--- src/rtl/arm7tdmi_pipe_shifter.sv ---
// rtl/arm7tdmi_pipe_shifter.sv - pipelined ARM barrel shifter with tag, backpressure and flush
// Stage 0 folds every special encoding into (op, amount, data, carry); later levels are plain shifts.
module arm7tdmi_pipe_shifter #(
    parameter int WIDTH  = 32,
    parameter int STAGES = 2,
    parameter int TAG_W  = 4
) (
    input  logic             clk,
    input  logic             rst,
    input  logic             flush,
    input  logic             in_valid,
    output logic             in_ready,
    input  logic [WIDTH-1:0] in_data,
    input  logic [1:0]       in_type,
    input  logic [7:0]       in_amount,
    input  logic             in_reg_mode,
    input  logic             in_carry,
    input  logic [TAG_W-1:0] in_tag,
    output logic             out_valid,
    input  logic             out_ready,
    output logic [WIDTH-1:0] out_data,
    output logic             out_carry,
    output logic [TAG_W-1:0] out_tag
);
    localparam int N = $clog2(WIDTH);
    localparam logic [8:0] W9 = 9'(WIDTH);

    typedef enum logic [1:0] {SH_LSL = 2'b00, SH_LSR = 2'b01, SH_ASR = 2'b10, SH_ROR = 2'b11} shift_type_t;

    // ext is the running carry: the last bit shifted out, or result[W-1] for rotates
    typedef struct packed {
        shift_type_t      op;
        logic [N-1:0]     amt;
        logic             ext;
        logic [WIDTH-1:0] data;
        logic [TAG_W-1:0] tag;
    } stage_t;

    function automatic int lvl_lo(input int k);
        return k * (N / STAGES) + ((k < (N % STAGES)) ? k : (N % STAGES));
    endfunction

    function automatic stage_t apply_levels(input stage_t s, input int lo, input int hi);
        stage_t           r;
        logic [N-1:0]     am;
        logic [WIDTH-1:0] t;
        int               k;
        r = s;
        for (int i = 0; i < N; i++) begin
            am = r.amt >> i;
            if (i >= lo && i < hi && am[0]) begin
                k = 1 << i;
                case (r.op)
                    SH_LSL: begin
                        t      = r.data >> (WIDTH - k);
                        r.ext  = t[0];
                        r.data = r.data << k;
                    end
                    SH_LSR: begin
                        t      = r.data >> (k - 1);
                        r.ext  = t[0];
                        r.data = r.data >> k;
                    end
                    SH_ASR: begin
                        t      = r.data >> (k - 1);
                        r.ext  = t[0];
                        r.data = $unsigned($signed(r.data) >>> k);
                    end
                    default: begin
                        t      = r.data >> (k - 1);
                        r.ext  = t[0];
                        r.data = (r.data >> k) | (r.data << (WIDTH - k));
                    end
                endcase
            end
        end
        return r;
    endfunction

    stage_t      r_stage [STAGES];
    logic        r_valid [STAGES];
    stage_t      w_norm;
    stage_t      w_src   [STAGES];
    stage_t      w_next  [STAGES];
    logic        w_vin   [STAGES];
    logic        w_advance;
    logic        w_accept;
    logic        w_big;
    logic        w_eq;
    logic        w_msb;

    assign w_advance = !r_valid[STAGES-1] || out_ready;
    assign in_ready  = w_advance && !flush && !rst;
    assign w_accept  = in_valid && in_ready;
    assign w_big     = {1'b0, in_amount} >= W9;
    assign w_eq      = {1'b0, in_amount} == W9;
    assign w_msb     = in_data[WIDTH-1];

    always_comb begin
        w_norm.op   = shift_type_t'(in_type);
        w_norm.amt  = in_amount[N-1:0];
        w_norm.ext  = in_carry;
        w_norm.data = in_data;
        w_norm.tag  = in_tag;
        if (!in_reg_mode) begin
            if (in_amount[N-1:0] == '0) begin
                case (in_type)
                    2'b01: begin
                        w_norm.data = '0;
                        w_norm.ext  = w_msb;
                    end
                    2'b10: begin
                        w_norm.data = {WIDTH{w_msb}};
                        w_norm.ext  = w_msb;
                    end
                    2'b11: begin
                        w_norm.data = {in_carry, in_data[WIDTH-1:1]};
                        w_norm.ext  = in_data[0];
                    end
                    default: ;
                endcase
            end
        end else if (in_amount == 8'd0) begin
            w_norm.amt = '0;
        end else begin
            case (in_type)
                2'b00, 2'b01: begin
                    if (w_big) begin
                        w_norm.amt  = '0;
                        w_norm.data = '0;
                        w_norm.ext  = w_eq & ((in_type == 2'b00) ? in_data[0] : w_msb);
                    end
                end
                2'b10: begin
                    if (w_big) begin
                        w_norm.amt  = '0;
                        w_norm.data = {WIDTH{w_msb}};
                        w_norm.ext  = w_msb;
                    end
                end
                default: begin
                    if (in_amount[N-1:0] == '0) begin
                        w_norm.ext = w_msb;
                    end
                end
            endcase
        end
    end

    always_comb begin
        w_src[0] = w_norm;
        w_vin[0] = w_accept;
        for (int k = 1; k < STAGES; k++) begin
            w_src[k] = r_stage[k-1];
            w_vin[k] = r_valid[k-1];
        end
        for (int k = 0; k < STAGES; k++) begin
            w_next[k] = apply_levels(w_src[k], lvl_lo(k), lvl_lo(k + 1));
        end
    end

    // Data registers load only behind a valid op, so bubbles and flush leave them untouched
    always_ff @(posedge clk) begin
        if (rst) begin
            for (int k = 0; k < STAGES; k++) begin
                r_valid[k] <= 1'b0;
                r_stage[k] <= '0;
            end
        end else if (flush) begin
            for (int k = 0; k < STAGES; k++) begin
                r_valid[k] <= 1'b0;
            end
        end else if (w_advance) begin
            for (int k = 0; k < STAGES; k++) begin
                r_valid[k] <= w_vin[k];
                if (w_vin[k]) begin
                    r_stage[k] <= w_next[k];
                end
            end
        end
    end

    assign out_valid = r_valid[STAGES-1];
    assign out_data  = r_stage[STAGES-1].data;
    assign out_carry = r_stage[STAGES-1].ext;
    assign out_tag   = r_stage[STAGES-1].tag;
endmodule

--- config.mk ---
export PLATFORM = sky130hd
export DESIGN_NAME = arm7tdmi_pipe_shifter
export DESIGN_NICKNAME = d
export VERILOG_FILES = /design/src/rtl/arm7tdmi_pipe_shifter.sv
export SDC_FILE = /design/constraint.sdc
export NUM_CORES = 1
export LEC_CHECK = 0
export ABC_AREA = 0
export BUFFER_PORTS_ARGS = -buffer_cell sky130_fd_sc_hd__clkbuf_2
export CAP_MARGIN = 40
export CORE_UTILIZATION = 55
export CTS_CLUSTER_DIAMETER = 200
export CTS_CLUSTER_SIZE = 12
export DETAILED_ROUTE_END_ITERATION = 6
export PLACE_DENSITY = 0.86
export SETUP_SLACK_MARGIN = 0.15
export SYNTH_ARGS = -nofsm -noshare
export SYNTH_HDL_FRONTEND = slang
export SYNTH_SLANG_ARGS = --single-unit
--- constraint.sdc ---
create_clock -name clk -period 3.75 [get_ports clk]
set_input_delay 1.125 -clock clk [delete_from_list [all_inputs] [get_ports clk]]
set_output_delay 1.125 -clock clk [all_outputs]
set_load 0.01 [all_outputs]
=== Word level (Yosys, flattened, before mapping) ===
Memory sizes are Yosys's and may differ from the RTL's.
Index checks and enable logic that the tools add are counted.
Widths: inputs -> output; s select.

* $lt $le $gt $ge: 1
* Equality and inequality tests: 6
* Multiplexer cells: 48
* Bitwise operators: 12
* Reduce and logical (&&, ||, !) cells: 12

{| class="wikitable"
|+ Operator list
! kind !! number
|-
| $pmux 33 s3 || 6
|-
| $mux 33 || 8
|-
| $mux 44 || 2
|-
| $mux 38 || 2
|-
| $pmux 32 s2 || 1
|-
| $or 16x32->32 || 1
|-
| $or 24x32->32 || 1
|-
| $or 28x32->32 || 1
|-
| $or 30x32->32 || 1
|-
| $or 31x32->32 || 1
|-
| $mux 1 || 25
|-
| $mux 5 || 2
|-
| $pmux 5 s2 || 1
|-
| $eq 8x6->1 const B || 1
|-
| $ge 8x6->1 const B || 1
|-
| $logic_not 8->1 || 1
|-
| $eq 2x2->1 const B || 3
|-
| $or 1x1->1 || 6
|-
| $logic_not 5->1 || 1
|-
| $eq 2x1->1 const B || 2
|-
| $logic_not 2->1 || 2
|-
| $logic_and 1x1->1 || 3
|-
| $logic_not 1->1 || 3
|-
| $pmux 1 s2 || 1
|-
| 3 further kinds || 3
|}

* Register bits: 0
* Bits in writable memories: 90
* Input bits: 53
* Output and inout bits: 39
* Word-level logic and storage cells: 81
* Memories: 2

{| class="wikitable"
|+ Memory list
! name !! words !! width !! rd ports !! clocked after memory_dff !! write ports !! RTL line !! text
|-
| r_stage || 2 || 44 || 2 || 0 || 2 || 80 || <nowiki>stage_t r_stage [STAGES];</nowiki>
|-
| r_valid || 2 || 1 || 2 || 0 || 2 || 81 || <nowiki>logic r_valid [STAGES];</nowiki>
|}

=== Logic depth before layout (Yosys ltp) ===
* Depth after elaboration: 17
* Gate-level depth with buffers: 13
* Depth with buffers taken out: 8

=== Least setup slack after synthesis ===
OpenSTA, ideal clock, no wires.

* Path type: input to register
* Start: input port in_amount[0]
* End: memory r_stage[0][33] (netlist bit) (data pin)
* Library setup time: 0.271 ns
* Data arrival time: 3.301 ns
* Data required time: 3.479 ns
* Setup slack: 0.178 ns
* Stages: 9
* Path buffers: 1
* Cell sequence: or4_4 > buf_6 > o31ai_4 > a32oi_2 > a22o_1 > a311o_1 > mux2_2 > a211oi_1 > a211oi_1

{| class="wikitable"
|+ RTL lines
! what !! RTL line !! text
|-
| from (decl) || 15 || <nowiki>input logic [7:0] in_amount,</nowiki>
|-
| to (decl) || 80 ||
|}

==> results.md <==
* Clock buffers created by TritonCTS at 9
* Pwr Total at 3.22 mW
* Final core utilization at 0.729
* Number of cells produced by synthesis at 1136
* Share of total power in the clock network at 0.262
* Max-cap violation count at 0
* Maximum clock rate at 0.277 GHz
* Fraction of synthesis flops using an asynchronous set or reset pin at 0
* Routed vias/inst at 7.11
* Clock slew seen by the registers of the worst setup and hold paths at 60 ps
* Fraction of the yosys area taken by sequential cells at 0.286
* Slew margin rel. at 0.468
* Synthesis-to-layout area growth at 27.7%
* Net Switching at 1.21 mW
* Number of DRC markers after the initial detailed-route iteration at 1901
* Total nets after synthesis at 1189
* Final critical-path required period at 3610 ps
* Critical-path maximum fanout at 8
* Worst slew pin tran at 798 ps
* Standard-cell rows at 44
* Global-route wire length before repair at 56400 um
* Total global routing track utilization at 0.462
* Pwr dens at 301 nW/um^2
* Internal power consumption at 2.02 mW
* Final Net Count at 1392
* Critical path arrival at 3690 ps
* Worst min path class: flop to flop
* Mapped Avg Cell Area at 7.39 um^2
* Sw frac at 0.375
* Critical path required time at 3830 ps
* Kind of start point of the critical path: primary input
* Worst voltage drop across the vdd grid at 0.236 mV
* Die area at 15800 um^2
* Total of flip-flops plus latches after synthesis at 80
* Final worst-path cycle share at 0.964
* Clock Skews at 14.6 ps
* Number of global-route vias before repair at 9853
* Instance area at placement at 10300 um^2
* Die Wd at 126 um
* Hold-fix buffers, CTS at 0
* Clock insertion delay at the later pin of the skew report at 360 ps
* Half-perimeter wire length after detailed placement at 27900 um
* Failing checks: DRC
* Static leakage at 4.29 nW
* Remaining design rule violation count at 6
* Sequential cell area at 2400 um^2
* Clk root buf: sky130_fd_sc_hd__clkbuf_16
* Via count at 10900
* Total count of hold-check failures in the final report at 0
* Critical-path cell with the highest stage delay: sky130_fd_sc_hd__or4_4
* Setup repair after global routing missed its margin: yes
* Height of the chip at 126 um
* Placer congestion estimate at 1.04
* Multi-input combinational cell area at 5420 um^2
* Antenna diode instance count at 0
* Number of port buffers at 91
* CTS tree: done
* Max-slew violations at 0
* Routed WL at 36700 um
* First-pass DRT Iterations at 7
* Number of sinks handled by clock tree synthesis at 80
* Share of final-layout standard cells stronger than drive strength 1 at 0.294
* Core area at 14700 um^2
* Final number of setup-violating endpoints at 0
* Starting utilization of the core area at 0.571
* Critical-path cell list: clkbuf_2 > or4_4 > buf_4 > o21ai_0 > a21oi_1 > nor3_1 > buf_4 > a21oi_1 > or3_1 > a21oi_1 > a311oi_1
* Critical path buffers and inverters at 3
* Distinct cell type count of the synthesized netlist at 81
* Final instance area at 10700 um^2
* Top Ports at 92
* Cell repeated most along the worst path: sky130_fd_sc_hd__a21oi_1
* CP endpoint kind: flop
* Remaining antenna violation count at 0
* Primary FF master, synth: sky130_fd_sc_hd__edfxtp_1
* Maximum number of pins on one net before global-route repair at 42
* Outcome: finished, violations left
* Yosys synthesis warning count at 0
* Logic gate share of total power at 0.397
* Fillers at 1193
* Mapped Area at 8390 um^2
* Max stage delay on crit path at 660 ps
* Average routed wire per standard cell at 24.0 um
* Cell family with most CP delay: simple AND/OR/NAND/NOR gates
* H-tree level count at 3
* Initial antenna violation count at 0
* Congestion Overflow GR at 0
* Sequential share of power at 0.341
* Number of enable-type register cells in the synthesized netlist at 80
* Maximum buffer depth of the clock tree at 2
* Category of the most critical setup path: primary input to flop
per-stage QoR:
step,setup TNS [ps],hold WS (ps),worst slack [ps],std cells
4_1_cts,0,518,160,1524
3_3_place_gp,-3840,499,-267,1508
3_5_place_dp,-3670,503,-281,1508
2_1_floorplan,0,497,178,1136
5_1_grt,0,560,94.3,1528
6_report,0,519,136,1528
registers in the layout, summed over array words and instances (netlist names):
| register | flops |
|---|---|
| r_stage | 78 |
| r_valid | 2 |
power by group through the flow:
stage               combinational [mW]  clock (mW)  sequential [mW]
floorplan                        0.671           0             1.09
global placement                  1.19           0             1.11
detailed placement                1.20           0             1.12
CTS                               1.21       0.836             1.10
global route                      1.35       0.871             1.10
finish                            1.28       0.843             1.10
synth_stat cells, types with 8 or more instances:
library cell	instances	area, um^2
sky130_fd_sc_hd__a31oi_1	31	194
sky130_fd_sc_hd__buf_2	11	55.1
sky130_fd_sc_hd__clkbuf_1	66	248
sky130_fd_sc_hd__a21o_1	14	105
sky130_fd_sc_hd__o22ai_1	15	93.8
sky130_fd_sc_hd__nand4_1	10	62.6
sky130_fd_sc_hd__buf_4	36	270
sky130_fd_sc_hd__a21oi_1	118	591
sky130_fd_sc_hd__o211ai_1	34	255
sky130_fd_sc_hd__o21a_1	9	67.6
sky130_fd_sc_hd__o31ai_1	8	60.1
sky130_fd_sc_hd__a211o_1	9	78.8
sky130_fd_sc_hd__a22oi_1	23	173
sky130_fd_sc_hd__nand3_1	35	175
sky130_fd_sc_hd__or3_1	9	56.3
sky130_fd_sc_hd__buf_1	19	71.3
sky130_fd_sc_hd__inv_1	11	41.3
sky130_fd_sc_hd__mux2i_1	17	170
sky130_fd_sc_hd__nor2_1	142	533
sky130_fd_sc_hd__or2_2	11	68.8
sky130_fd_sc_hd__o21ai_0	96	480
sky130_fd_sc_hd__nor3_1	23	115
sky130_fd_sc_hd__edfxtp_1	80	2400
sky130_fd_sc_hd__and2_1	16	100
sky130_fd_sc_hd__a211oi_1	29	218
sky130_fd_sc_hd__nand2_1	130	488
routing by layer:
metal	up-vias	GRT usage	wire length, um
met5	-	0	0
met4	0	0.235	2130
met3	199	0.110	5350
met2	1049	0.709	15700
met1	4908	0.607	13500
li1	4707	-	-
path summary, 6_finish.rpt:
path,from,end,slack (ps),cells after the start
max,in_amount[4],r_stage[0][32],140,11
min,r_stage[0][3],r_stage[0][47],520,1
max reg2reg,r_valid[0][1],r_stage[0][23],1090,8
min reg2reg,r_stage[0][3],r_stage[0][47],520,1
cell families after synthesis:
logic type / Yosys count / share of synthesized area
compound gates: 470 / 0.370
xor+xnor: 2 / 0.00209
buf+inv: 148 / 0.0848
flops: 80 / 0.286
mux: 25 / 0.0337
simple gates: 411 / 0.224
cell usage in the layout, fill, tap and decap left out, types with 5 or more instances in the layout:
cell,instances
sky130_fd_sc_hd__o22ai_1,15
sky130_fd_sc_hd__nor4_1,7
sky130_fd_sc_hd__a22oi_1,23
sky130_fd_sc_hd__nor2_1,141
sky130_fd_sc_hd__o221ai_1,6
sky130_fd_sc_hd__nand4_1,10
sky130_fd_sc_hd__buf_12,9
sky130_fd_sc_hd__a221o_1,5
sky130_fd_sc_hd__or2_2,11
sky130_fd_sc_hd__inv_1,11
sky130_fd_sc_hd__nand3_1,35
sky130_fd_sc_hd__o21ai_1,7
sky130_fd_sc_hd__and2_1,16
sky130_fd_sc_hd__edfxtp_1,80
sky130_fd_sc_hd__or3_1,9
sky130_fd_sc_hd__a221oi_1,6
sky130_fd_sc_hd__and3_1,6
sky130_fd_sc_hd__a211o_1,9
sky130_fd_sc_hd__a21o_1,14
sky130_fd_sc_hd__buf_4,223
sky130_fd_sc_hd__a211oi_1,25
sky130_fd_sc_hd__o21a_1,9
sky130_fd_sc_hd__nor2b_1,5
sky130_fd_sc_hd__o21ai_0,88
sky130_fd_sc_hd__o32ai_1,5
sky130_fd_sc_hd__nand2_1,129
sky130_fd_sc_hd__a21oi_1,115
sky130_fd_sc_hd__nor3_1,22
sky130_fd_sc_hd__mux2_2,6
sky130_fd_sc_hd__clkbuf_2,91
sky130_fd_sc_hd__o31ai_1,6
sky130_fd_sc_hd__mux2i_1,17
sky130_fd_sc_hd__clkbuf_16,9
sky130_fd_sc_hd__a31oi_1,29
sky130_fd_sc_hd__a22o_1,7
sky130_fd_sc_hd__o211ai_1,34
what timing repair did:
action                                  4_1_cts  5_1_grt
pin swaps                                     0        5
gates resized for setup                       1       20
endpoints found under the setup margin        1       25
setup buffers                                 0        3
gates cloned                                  0        1
final cells by class:
class	count	share of cell area
multi-input cells	909	0.506
flip-flops and latches	80	0.224
repair buffers	324	0.217
well taps	184	0.0215
clock buffers	9	0.0210
inverters	15	0.00561
clock inverters	7	0.00491
Note: power is estimated with default switching activity, not from simulation.
